File: config.mk
export PLATFORM = sky130hd
export DESIGN_NAME = out_mem_ctrl
export DESIGN_NICKNAME = d
export VERILOG_FILES = /design/src/rtl/out_mem_ctrl.sv
export SDC_FILE = /design/constraint.sdc
export NUM_CORES = 1
export LEC_CHECK = 0
export CORE_AREA = 3 3 75 77
export CTS_CLUSTER_SIZE = 25
export DETAILED_ROUTE_END_ITERATION = 12
export DIE_AREA = 0 0 78 80
export DONT_BUFFER_PORTS = 1
export GPL_TIMING_DRIVEN = 0
export HOLD_SLACK_MARGIN = 0.12
export MAX_ROUTING_LAYER = met4
export SETUP_SLACK_MARGIN = 0.4
export SKIP_LAST_GASP = 1
export SLEW_MARGIN = 20
export SYNTH_ARGS = -nofsm -noshare
export SYNTH_HDL_FRONTEND = slang
export SYNTH_SLANG_ARGS = --single-unit
export TNS_END_PERCENT = 1
File: constraint.sdc
create_clock -name clk -period 1.98 [get_ports clk]
set_input_delay 0.495 -clock clk [delete_from_list [all_inputs] [get_ports clk]]
set_output_delay 0.495 -clock clk [all_outputs]
set_load 0.02 [all_outputs]
File: src/rtl/out_mem_ctrl.sv
// Round-robin write arbiter for two processing lanes feeding the output image memory.
// Zero-cycle combinational grant in RUN; registered write one cycle after transfer; lanes stall via gnt.
module out_mem_ctrl #(
  parameter int NUM_PIX = 76800,
  parameter int ADDR_W  = 17,
  parameter bit SAT     = 1'b1
) (
  input  logic              clk,
  input  logic              rst,
  input  logic              start,
  input  logic              req0,
  input  logic              req1,
  input  logic [31:0]       data0,
  input  logic [31:0]       data1,
  output logic              gnt0,
  output logic              gnt1,
  output logic              mem_we,
  output logic [ADDR_W-1:0] mem_addr,
  output logic [7:0]        mem_wdata,
  output logic [ADDR_W-1:0] pix_count,
  output logic              busy,
  output logic              frame_done
);

  typedef enum logic [1:0] {IDLE, RUN, DONE} state_t;

  localparam logic [ADDR_W-1:0] LAST_ADDR = ADDR_W'(NUM_PIX - 1);

  state_t      state;
  logic        prio;
  logic        xfer;
  logic        last;
  logic [31:0] sel;
  logic        over;
  logic [7:0]  pix;

  // prio names the lane that wins when both request
  always_comb begin
    gnt0 = (state == RUN) && req0 && (!req1 || !prio);
    gnt1 = (state == RUN) && req1 && (!req0 ||  prio);
  end

  always_comb begin
    xfer = gnt0 || gnt1;
    last = (pix_count == LAST_ADDR);
    sel  = gnt1 ? data1 : data0;
    over = |sel[31:8];
    pix  = (SAT && over) ? 8'hFF : sel[7:0];
  end

  assign busy = (state == RUN);

  always_ff @(posedge clk or posedge rst) begin
    if (rst) begin
      state      <= IDLE;
      prio       <= 1'b0;
      pix_count  <= '0;
      mem_we     <= 1'b0;
      mem_addr   <= '0;
      mem_wdata  <= '0;
      frame_done <= 1'b0;
    end else begin
      mem_we     <= xfer;
      frame_done <= xfer && last;
      if (xfer) begin
        mem_addr  <= pix_count;
        mem_wdata <= pix;
        prio      <= gnt0;
      end
      case (state)
        IDLE, DONE: begin
          if (start) begin
            state     <= RUN;
            pix_count <= '0;
          end
        end
        RUN: begin
          if (xfer) begin
            pix_count <= pix_count + ADDR_W'(1);
            if (last) state <= DONE;
          end
        end
        default: state <= IDLE;
      endcase
    end
  end

endmodule

### Word level (Yosys, flattened, before mapping)

Cells that the tools add are included.

| storage, ports and cells | value |
|---|---|
| flip-flop bits (word level) | 47 |
| input bits | 69 |
| output and inout bits | 47 |
| logic and storage cells | 40 |

| operators by class | value |
|---|---|
| add/sub/neg operators | 1 |
| equality and inequality tests | 6 |
| mux-type cells | 9 |
| reduce and logical (&&, ||, !) cells | 17 |

Operators with widths:

| cell | count |
|---|---|
| $mux W17 | 2 |
| $pmux W17 S2 | 1 |
| $mux W32 | 1 |
| $reduce_or A24 Y1 | 1 |
| $add A17 B1 Y17 const B | 1 |
| $eq A17 B17 Y1 const B | 1 |
| $mux W8 | 1 |
| $mux W2 | 3 |
| $reduce_and A3 Y1 | 2 |
| $logic_and A1 B1 Y1 | 5 |
| $ne A2 B1 Y1 const B | 2 |
| $pmux W2 S2 | 1 |
| $logic_not A1 Y1 | 3 |
| $logic_or A1 B1 Y1 | 3 |
| $eq A2 B1 Y1 const B | 1 |
| $eq A2 B2 Y1 const B | 1 |
| $logic_not A2 Y1 | 1 |
| $ne A2 B2 Y1 const B | 1 |
| $reduce_bool A2 Y1 | 1 |
| $reduce_or A2 Y1 | 1 |

### Logic depth before layout (Yosys ltp)

Gate-level depths: netlist (run 1).

| logic depth | value |
|---|---|
| word-level depth | 6 |
| mapped depth | 7 |
| gate-level depth less buffers | 7 |

### Least setup slack after synthesis (run 1)

No wires, ideal clock.

| timing path | value |
|---|---|
| path type | register to register |
| from | register pix_count[0] |
| to | register pix_count[16] |
| setup time | 0.077 ns |
| data arrival time | 1.815 ns |
| path slack | 0.088 ns |
| stages on the path, launching flop included | 7 |
| buffers on the path | 0 |
| clock period less this slack | 1.892 ns |
| path through | dfrtp_1 ha_1 nand2_1 nor4_4 nand4_2 or3_1 a21oi_1 |

| between the ends | value |
|---|---|
| longest elaborated chain between the ends | 3 |

Ends and longest elaborated chain:

| element | line | text |
|---|---|---|
| start, declared | 20 | `output logic [ADDR_W-1:0] pix_count,` |
| start signal, assigned | 79 | `pix_count <= pix_count + ADDR_W'(1);` |
| $add A17 B1 Y17 | 79 |  |
| $mux W17 | 78 | `if (xfer) begin` |
| $pmux W17 S2 | 70 | `case (state)` |

No other way between the ends. The select of a mux whose other input is x is not followed.
A chain may end at the register's enable or synchronous reset.

### Final worst setup path (run 1)

Same ends and word-level chain as after synthesis.

==> metrics list, run 1 <==
* Run status: complete, no violations
* Clock-pin slew on the worst setup and hold paths: 0.09 ns
- Post-Syn Area per Cell: just over 9 um^2
* Final weighted congestion of routability-driven global placement: 0.800
- P per Cell Area: 957 nW/um^2
* Final period util: 90.7%
- Worst path required time: 2.21 ns
* Share of async-settable or async-resettable flops after synthesis: 100%
- Yosys warnings: 0
* Setup TNS: 0 ns
- Initial antenna violation count: 0
* Die extent in y: 80 um
- Ranked by total cell area, the synthesized netlist is headed by dfrtp_1 (52%), nand2_1 (11%), nor4_1 (4.5%), nor2_1 (4.0%), mux2i_1 (3.6%).
* All-Layer GR Usage: 18.6%
- Cell variety after synth: 37
- Summed over all layers, the global routing overflow is 0.
* Total number of vias: between 1500 and 2000
- Die extent in x: a little under 80 um
- The repair_antennas step left the layout with diodes totalling 0.
- Buffer depth of the longest clock path: 2
* Relative area change from synthesis to final layout: 15.2%
- For the worst-skew pair, the clock arrives at the later sink with an insertion delay of 0.29 ns.
* Starting DRT DRC Count: 77
- Maximum fanout count along the critical path: 6
- The final number of max-transition violations came to 0.
- CP Data Arrival Time: 2.02 ns
- Number of buffers created by CTS: 5
- CP endpoint kind: register
* Routed length per instance: about 17 um
- Detailed placement finished with a half-perimeter wire length of 4110 um.
* Wire length of the first global-routing pass: 8700 um
- Total I/O pin count: 116
- Setup violations remaining at the end of the flow were counted as 0.
- Core region area: 5070 um^2
- The pre-antenna-repair detailed-routing pass consisted of 4 iterations.
* Worst hold slack after final layout: 0.114 ns
- The tightest min-delay check is of the input port to async pin type.
- Worst slew margin relative to its limit: a little over three fifths
- Post-CTS Hold Buffers: 0
- Syn_nets: 312
* Count of nets left with antenna violations after detail routing: 0
- The H-tree was split into 2 levels.
- Least-Margin Pin Slew: 0.562 ns
* Buffer type at the clock tree root: clkbuf_8
- The portion of synthesized area spent on multiplexers is 3.57%.
- Dominant combinational cell family by area after synthesis: simple AND/OR/NAND/NOR gates
* Number of buffer cells added on primary ports: 0
- Share of final-layout standard cells stronger than drive strength 1: 15.9%
- Highest clock rate: 557 MHz
- The tree built by TritonCTS fans out to 47 sinks.
- Cell count of the worst reg-to-reg path: 6
- Final routed wirelength across all metal layers: 5560 um
- The biggest area contributor in the post-synthesis netlist is dfrtp_1.
- TritonCTS clock tree: yes
- Simple-gate share of the synthesized area: 29.3%
- Synth Flop Type: dfrtp_1
* Post-synthesis instance area: 2240 um^2
- After the last flow step, the layout net total stands at 327.
- Shortest period the worst path allows: 1.80 ns
- Peak supply drop: 0.381 mV
- Clock skew on the completed layout was measured at 0.00474 ns.
* Initial cell density of the core: between 40 and 50%
- Setup repair after global routing could not meet its margin everywhere.
* Synth Area in Compound Gates: roughly 7.6%
* Synthesized flop and latch total: 47
- The floorplan has 26 rows.
* Max-cap violation count: 0
- The synthesized design devotes to its leading area cell type between 50% and 60% of total area.
- Number of global-route vias before repair: 1757
* Post-synthesis sequential area ratio: 52.4%
- Entering global routing, the biggest net connects 48 pins.
- Mapped Cells: ~240
- Number of DRC violations after detailed routing: 0
- Using the TritonRoute via totals, the vias-per-cell ratio works out to between 5 and 6.
* Hold Fails Final Rpt: 0
- The worst setup path is launched from a register.
* Overall die area: 6240 um^2
- In this run the static leakage power is 1.07 nW.
- Startpoint-to-endpoint class of the critical path: register to register
* Xor and xnor fraction of the mapped netlist area: 3.51%
- Synthesized-area fraction occupied by adder cells: 0.557%
- Count of flip-flops with a built-in enable after synthesis: 0
-- state kept, by name, summed over array words and instances (netlist names) --
register,cells
frame_done,1
mem_addr,17
mem_wdata,8
mem_we,1
pix_count,17
prio,1
state,2
-- synth_stat cells, types with 2 or more instances --
cell type and count:
clkbuf_1 4, a21oi_1 14, xnor2_1 7, nor3_1 2
dfrtp_1 47, nand2_1 63, and4_1 2, nand2b_1 2
o21ai_0 12, nand3_1 6, xor2_1 2, nor2_1 24
inv_1 2, and3_1 2, mux2i_1 8, or3_1 3
nor4_1 16, nand4_1 5, inv_2 2, buf_1 2
-- worst paths after layout --
path                                          start                         to  slack, ns
min reg2reg                        prio$_DFFE_PP0P_           prio$_DFFE_PP0P_       0.55
min                                             rst   mem_wdata[7]$_DFFE_PP0P_       0.11
max in group asynchronous                       rst   pix_count[2]$_DFFE_PP0P_       1.38
min in group clk                               req1           prio$_DFFE_PP0P_       0.30
max                        pix_count[0]$_DFFE_PP0P_  pix_count[16]$_DFFE_PP0P_       0.18
max reg2reg                pix_count[0]$_DFFE_PP0P_  pix_count[16]$_DFFE_PP0P_       0.18
-- cell type report --
class | instances | area (um^2)
Inverter | 4 | 26.3
Buffer | 8 | 62.6
Sequential cell | 47 | 1180
Clock inverter | 2 | 35.0
Clock buffer | 6 | 82.6
Multi-Input combinational cell | 183 | 1030
Timing Repair Buffer | 8 | 77.6
Fill cell | 506 | 2490
Tap cell | 70 | 87.6
-- cells in the final DEF (no fill, tap or decap), types with 3 or more instances in the layout --
cell type  count
dfrtp_2        5
clkbuf_1       4
o21ai_0       12
clkbuf_8       6
or3_1          3
a21oi_1       13
nor4_1        16
nand3_1        5
nor2_1        24
dfrtp_1       42
mux2i_1        8
buf_4          6
nand2_1       62
xnor2_1        7
nand4_1        5
-- metal layers --
layer | vias up | part of all wire, % | global-route usage (%)
met5 | - | 0 | -
met4 | 0 | 1.0 | 4.72
met3 | 6 | 7.9 | 4.97
met2 | 90 | 51 | 32.0
met1 | 851 | 40 | 21.7
li1 | 859 | - | -
-- where the power goes --
part	switching [mW]	total [mW]	internal [mW]	leakage [nW]
Combinational	0.171	0.318	0.147	0.454
Clock	0.312	0.721	0.409	0.0612
Sequential	0.340	1.44	1.10	0.559
-- logic make-up (layout without fill, tap and decap cells) --
logic type	count (synthesis)	count (layout)
multiplexers	8	8
adder cells (fa/ha/maj)	1	1
AO/OA/AOI/OAI	31	31
AND/OR/NAND/NOR	134	134
buffers and inverters	12	28
flip-flops	47	47
XOR/XNOR	9	9
-- per-stage QoR --
| step | worst slack [ns] | total power [mW] | cell area (um^2) | utilization, % | std cells |
|---|---|---|---|---|---|
| after floorplan | 0.271 | 1.64 | 2260 | - | 242 |
| after global placement | 0.0749 | 1.72 | 2350 | 46.3 | 312 |
| after detailed placement | 0.0397 | 1.74 | 2350 | 46.3 | 312 |
| after CTS | 0.174 | 2.50 | 2560 | 50.4 | 327 |
| after global routing | 0.0447 | 2.62 | 2590 | 51.0 | 328 |
| final | 0.184 | 2.47 | 2590 | 51.0 | 328 |
-- what timing repair did --
item / 4_1_cts / 5_1_grt
pin swaps: 7 / 0
endpoints found under the setup margin: 41 / 43
cloned: 1 / 0
setup buffers: 6 / 0
gates resized for setup: 14 / 0
-- worst max-delay path: stages, from the launching register on --
cell     delay (ns)
dfrtp_2        0.49
ha_4           0.18
nand2_4        0.06
nor4_4         0.36
nand4_2        0.16
or3_1          0.34
a21oi_1        0.14
Power figures use the tool's default switching activity.
==> run 2, diff against run 1 <==
ABC_AREA = 1   (was default)
CORE_AREA = 3 3 81 83   (was 3 3 75 77)
DIE_AREA = 0 0 84 86   (was 0 0 78 80)
SLEW_MARGIN = default   (was 20)
==> run 2 against run 1 <==
Area after synthesis increased by 17%. Sequential power about the same. Fmax increased by 1.4%. Final area increased by 17%. Critical path type is now register to output port. Routed wire length increased by 19%. Via count increased by 28%. Sequential cell count unchanged. Final cell count increased by 42%.
==> metrics list, run 2 <==
- The total power is 2.88 mW (+16%).
- The die extent in y was 86 um (+7.5%).
- The final number of max-transition violations was 0 (unchanged).
* Syn_nets: 445 (+43%)
- Final weighted congestion of routability-driven global placement: 0.865 (+8.2%)
- Worst hold slack after final layout: 0.299 ns (+0.185 ns)
- Per-cell via count in the routed design: 4.97 (-9.7%)
* Post-synthesis instance area: 2630 um^2 (+17%)
- The number of antenna violations at the first check in global routing came to 0 (unchanged).
* H-tree levels: 2 (unchanged)
- The proportion of synthesized chip area in sequential cells came to 44.7% (-7.7 points).
- The maximum vdd drop is 0.502 mV (+32%).
* Worst setup SP type: register
- Share of final-layout standard cells stronger than drive strength 1: 11.5% (-4.4 points)
- The final standard cell count with taps included and fillers excluded is 466 (+42%).
- The critical path arrival was 1.28 ns (-0.74 ns).
* Share of the synthesized area in the top cell type: 44.7% (-7.7 points)
- Top library cells by usage in the layout, fill and taps aside: nand2_1 (99), nor2_1 (65), inv_1 (63)
* Worst slew margin relative to its limit: 68.2% (+5.7 points)
- Drt first pass iters: 4 (unchanged)
- The most critical setup path has its startpoint at state[1]$_DFFE_PP0P_.
- The min-delay analysis places its worst path in the category input port to register.
- The via count of the first global-routing pass was 2185 (+24%).
* Highest clock rate: 564 MHz (+1.4%)
* Max-cap violation count: 0 (unchanged)
- The unique cell type count in the Yosys netlist came to 28 (-24%).
- All-Layer GR Usage: 18.9% (+0.31 points)
- Wire length of the first global-routing pass: 10600 um (+22%)
* Layout Cell Area excl Fill: 3030 um^2 (+17%)
- The count of mapped cells out of synthesis came to 375 (+55%).
- The number of CTS-inserted buffers was 5 (unchanged).
* Least-Margin Pin Slew: 0.478 ns (-0.0843 ns)
- For this run, the leading register cell type out of synthesis is dfrtp_1.
* Total I/O pin count: 116 (unchanged)
- Count of nets left with antenna violations after detail routing: 0 (unchanged)
- CP endpoint kind: output port
- Synthesized flop and latch total: 47 (unchanged)
- Final antenna diode count: 0 (unchanged)
- Most used standard cell by instance count after synthesis: nand2_1
* Most common library cell in the layout ignoring fill and taps: nand2_1
- TritonCTS built the clock tree.
- Beginning of the worst hold path: start
- Worst reg2reg path startpoint: pix_count[0]$_DFFE_PP0P_
* Synth top cells by count: nand2_1 (100), nor2_1 (68), inv_1 (64)
- The iteration-0 DRC count of the detailed router was 138 (+79%).
- Unrepaired setup endpoints after global routing: yes
- Leading area contributor after synthesis: dfrtp_1
* Number of buffer cells added on primary ports: 0 (unchanged)
* Initial cell density of the core: 44.4% (+0.21 points)
* Total number of vias: 2316 (+28%)
- The cell area power density came to 952 nW/um^2 (-0.52%).
* Final setup violating endpoints: 0 (unchanged)
* Buffer type at the clock tree root: clkbuf_8
- Total number of placement rows: 28 (+7.7%)
- Yosys warnings: 0 (unchanged)
- The largest registers in the layout are mem_addr (17), pix_count (17), mem_wdata (8).
- Run status: complete, no violations
* Number of DRC violations after detailed routing: 0 (unchanged)
- Relative area change from synthesis to final layout: 15.0%
- The total die area is 7220 um^2 (+16%).
- Final period util: 89.5% (-1.2 points)
* Largest net degree at the start of global routing: 39 (-19%)
* Remaining Overflow, GRT: 0 (unchanged)
- The critical path data required time is 1.48 ns (-0.73 ns).
* Number of nets in the layout: 460 (+41%)
- The routed wire length came to 6610 um (+19%).
- The HPWL after detailed placement was 4910 um (+19%).
- The post-detailed-placement cell area was 2750 um^2 (+17%).
* Die extent in x: 84 um (+7.7%)
- Post-Syn Area per Cell: 7.02 um^2 (-24%)
- The post-placement cell count is 451 (+45%).
- The leakage power is 1.58 nW (+47%).
- Buffer depth of the longest clock path: 2 (unchanged)
- By startpoint and endpoint, the worst setup path is classified as register to output port.
- Share of async-settable or async-resettable flops after synthesis: 100% (unchanged)
* Later-pin clock latency in the skew report: 0.30 ns (about the same)
- Hold Fails Final Rpt: 0 (unchanged)
* Final clock skew: 0.00514 ns (+0.000401 ns)
* Core region area: 5920 um^2 (+17%)
* Clock-pin slew on the worst setup and hold paths: 0.09 ns (about the same)
- The routed wire length per instance was 14.2 um (-16%).
- Count of flip-flops with a built-in enable after synthesis: 0 (unchanged)
- The largest fanout on the critical path is 5 (-1).
- The CTS sink count is 47 (unchanged).
- The clock period minus final worst setup slack was 1.77 ns (-0.0247 ns).
* Top cells by area in the synthesized netlist: dfrtp_1 (45%), nand2_1 (14%), nor2_1 (9.7%), inv_1 (9.1%), a21oi_1 (3.6%)
-- run 2: cell count changes after synthesis, sizes merged, moves of 5 or more --
cell   before  now
nand3       7   14
xnor2       7    0
nor4       17    0
nand2      63  103
mux2i       8    0
buf         3    8
nor3        2    7
inv         4   68
nor2       24   72
o21ai      13   21
-- run 2: final timing paths --
path	end	slack (ns)	cells after the start
max	gnt1	0.21	5
max reg2reg	pix_count[16]$_DFFE_PP0P_	0.39	8
min reg2reg	state[1]$_DFFE_PP0P_	0.59	2
max in group asynchronous	pix_count[1]$_DFFE_PP0P_	0.92	3
min	state[1]$_DFFE_PP0P_	0.30	1
min in group asynchronous	mem_wdata[4]$_DFFE_PP0P_	0.57	2
-- run 2: cells by family after synthesis --
| logic type | share of synthesized area, % |
|---|---|
| simple gates | 34.1 |
| buf+inv | 12.4 |
| flops | 44.7 |
| compound gates | 8.32 |
| fa+ha+maj | 0.475 |
-- run 2: stage by stage --
| step | setup TNS [ns] | setup WS (ns) | utilization [%] |
|---|---|---|---|
| 5_1_grt | 0 | 0.146 | 51.1 |
| 6_report | 0 | 0.208 | 51.1 |
| 3_5_place_dp | 0 | 0.259 | 46.4 |
| 4_1_cts | 0 | 0.198 | 51.0 |
| 2_1_floorplan | 0 | 0.369 | - |
| 3_3_place_gp | -10.06 | -0.217 | 46.1 |
-- run 2: critical path: stages (launching register included) --
cell and delay [ns]:
dfrtp_1 0.41, nor2_4 0.14, buf_12 0.14, nand3_4 0.09, inv_8 0.07, buf_12 0.11
-- run 2: layout make-up --
| class | count | area (um^2) |
|---|---|---|
| Clock buffer | 5 | 68.8 |
| Sequential cell | 47 | 1180 |
| Buffer | 9 | 78.8 |
| Clock inverter | 3 | 67.6 |
| Timing Repair Buffer | 8 | 125 |
| Inverter | 68 | 263 |
| Fill cell | 586 | 2890 |
| Multi-Input combinational cell | 251 | 1150 |
| Tap cell | 75 | 93.8 |
-- run 2: where the power goes --
part | total, mW | switching, mW | internal (mW)
clock | 0.840 | 0.336 | 0.504
combinational | 0.612 | 0.364 | 0.248
sequential | 1.43 | 0.324 | 1.10
total | 2.88 | 1.02 | 1.86
-- run 2: repair_timing --
item	4_1_cts	5_1_grt
buffers inserted	4	0
endpoints found under the setup margin	10	30
cloned	2	0
resized for setup	6	5
hold buffers	1	0
endpoints found under the hold margin	9	0
pin swaps	2	2
-- run 2: metal layers --
layer,track usage (%),part of all wire (%),vias up
li1,-,-,1177
met1,25.0,45,1066
met2,29.2,47,68
met3,5.19,6.7,5
met4,4.24,0.68,0
met5,-,0,-
==> RTL change, RTL diff (config.mk and constraints of run 2) <==
Compare `pix_count` against `LAST_ADDR` with >= in place of ==.
--- a/src/rtl/out_mem_ctrl.sv
+++ b/src/rtl/out_mem_ctrl.sv
@@ -43,5 +43,5 @@
   always_comb begin
     xfer = gnt0 || gnt1;
-    last = (pix_count == LAST_ADDR);
+    last = (pix_count >= LAST_ADDR);
     sel  = gnt1 ? data1 : data0;
     over = |sel[31:8];
Behaviour: same outputs for any inputs over 10 cycles, from zero or initial values and one cycle with rst high; that may be too few to reach the edited logic, so the function may still have changed.
==> RTL change against run 2 <==
Sequential cell count unchanged. Utilization down 1.9 points. Sequential power up 8%. Via count up 2.5%. Die area unchanged. Routed wire length up 5.0%. Design area down 3.7%. Register-to-register slack worse by 0.02 ns. Worst setup slack better by 0.091 ns. Non-clock buffer count down 5. Total power down 7.1%. Sequential share of layout area up 1.8 points. Area after synthesis up 0.86%. Cell count down 3.9%. Critical endpoint is now gnt0.
==> RTL change: results (changes against run 2) <==
| Metric | Value |
|---|---|
| Status | `finished, final reports clean` |
| Tmin final | `1.68 ns (-0.0909 ns)` |
| Register area share after synthesis | `44.3% (-0.38 points)` |
| GR Util met2 | `34.0% (+4.8 points)` |
| Fin cells | `448 (-3.9%)` |
| Met3 usage | `5.09% (-0.096 points)` |
| Layout cells sized above 1 | `13.1% (+1.6 points)` |
| Compound-Gate Fraction of Synth Area | `9.19% (+0.87 points)` |
| Worst hold-check path type | `input port to async pin` |
| Synth Area in Adders | `0.471% (-0.0040 points)` |
| Leak | `1.32 nW (-17%)` |
| Area contributors post-synth | `dfrtp_1 (44%), nand2_1 (13%), nor2_1 (11%), inv_1 (4.8%), nand4_1 (4.5%)` |
| Post-Synthesis Cells | `363 (-3.2%)` |
| WL met2 | `3.37 mm (+7.6%)` |
| Reg-to-reg startpoint | `pix_count[5]` |
| Placed Area | `0.00275 mm^2 (about the same)` |
| Capturing point of the worst reg2reg path | `state[1]` |
| CP max FO | `4 (-1)` |
| GPL Wtd Cong | `0.906 (+4.7%)` |
| P_comb | `534 uW (-13%)` |
| Wire per inst | `15.5 um (+9.2%)` |
| Max VDD drop | `0.506 mV (+0.93%)` |
| Initial drt markers | `152 (+10%)` |
| GR Util met1 | `24.2% (-0.85 points)` |
| Post-Place Cells | `438 (-2.9%)` |
| Crit path max-delay cell type | `dfrtp_2` |
| Tot GR Track Use | `20.1% (+1.2 points)` |
-- RTL change: cell count changes after synthesis, moves of 6 or more --
cell | run 2 | this run
nor2_1 | 68 | 75
nand4_1 | 10 | 19
inv_1 | 64 | 34
nand2_1 | 100 | 91
nor3b_1 | 0 | 6
-- RTL change: final cells by class --
class | count | area (um^2) | share of cell area [%]
multi-input combinational | 268 | 1300 | 44.6
sequential | 47 | 1190 | 40.7
inverter | 39 | 155 | 5.32
tap | 75 | 93.8 | 3.22
clock buffer | 6 | 82.6 | 2.83
buffer | 9 | 68.8 | 2.36
timing repair buffer | 3 | 22.5 | 0.773
clock inverter | 1 | 5.00 | 0.172
-- RTL change: metrics by stage --
| step | power [mW] | hold slack [ns] |
|---|---|---|
| final | 2.68 | 0.274 |
| after CTS | 2.68 | 0.310 |
| after floorplan | 1.91 | 0.516 |
| after global routing | 2.84 | 0.366 |
| after global placement | 2.07 | 0.536 |
| after detailed placement | 2.08 | 0.540 |
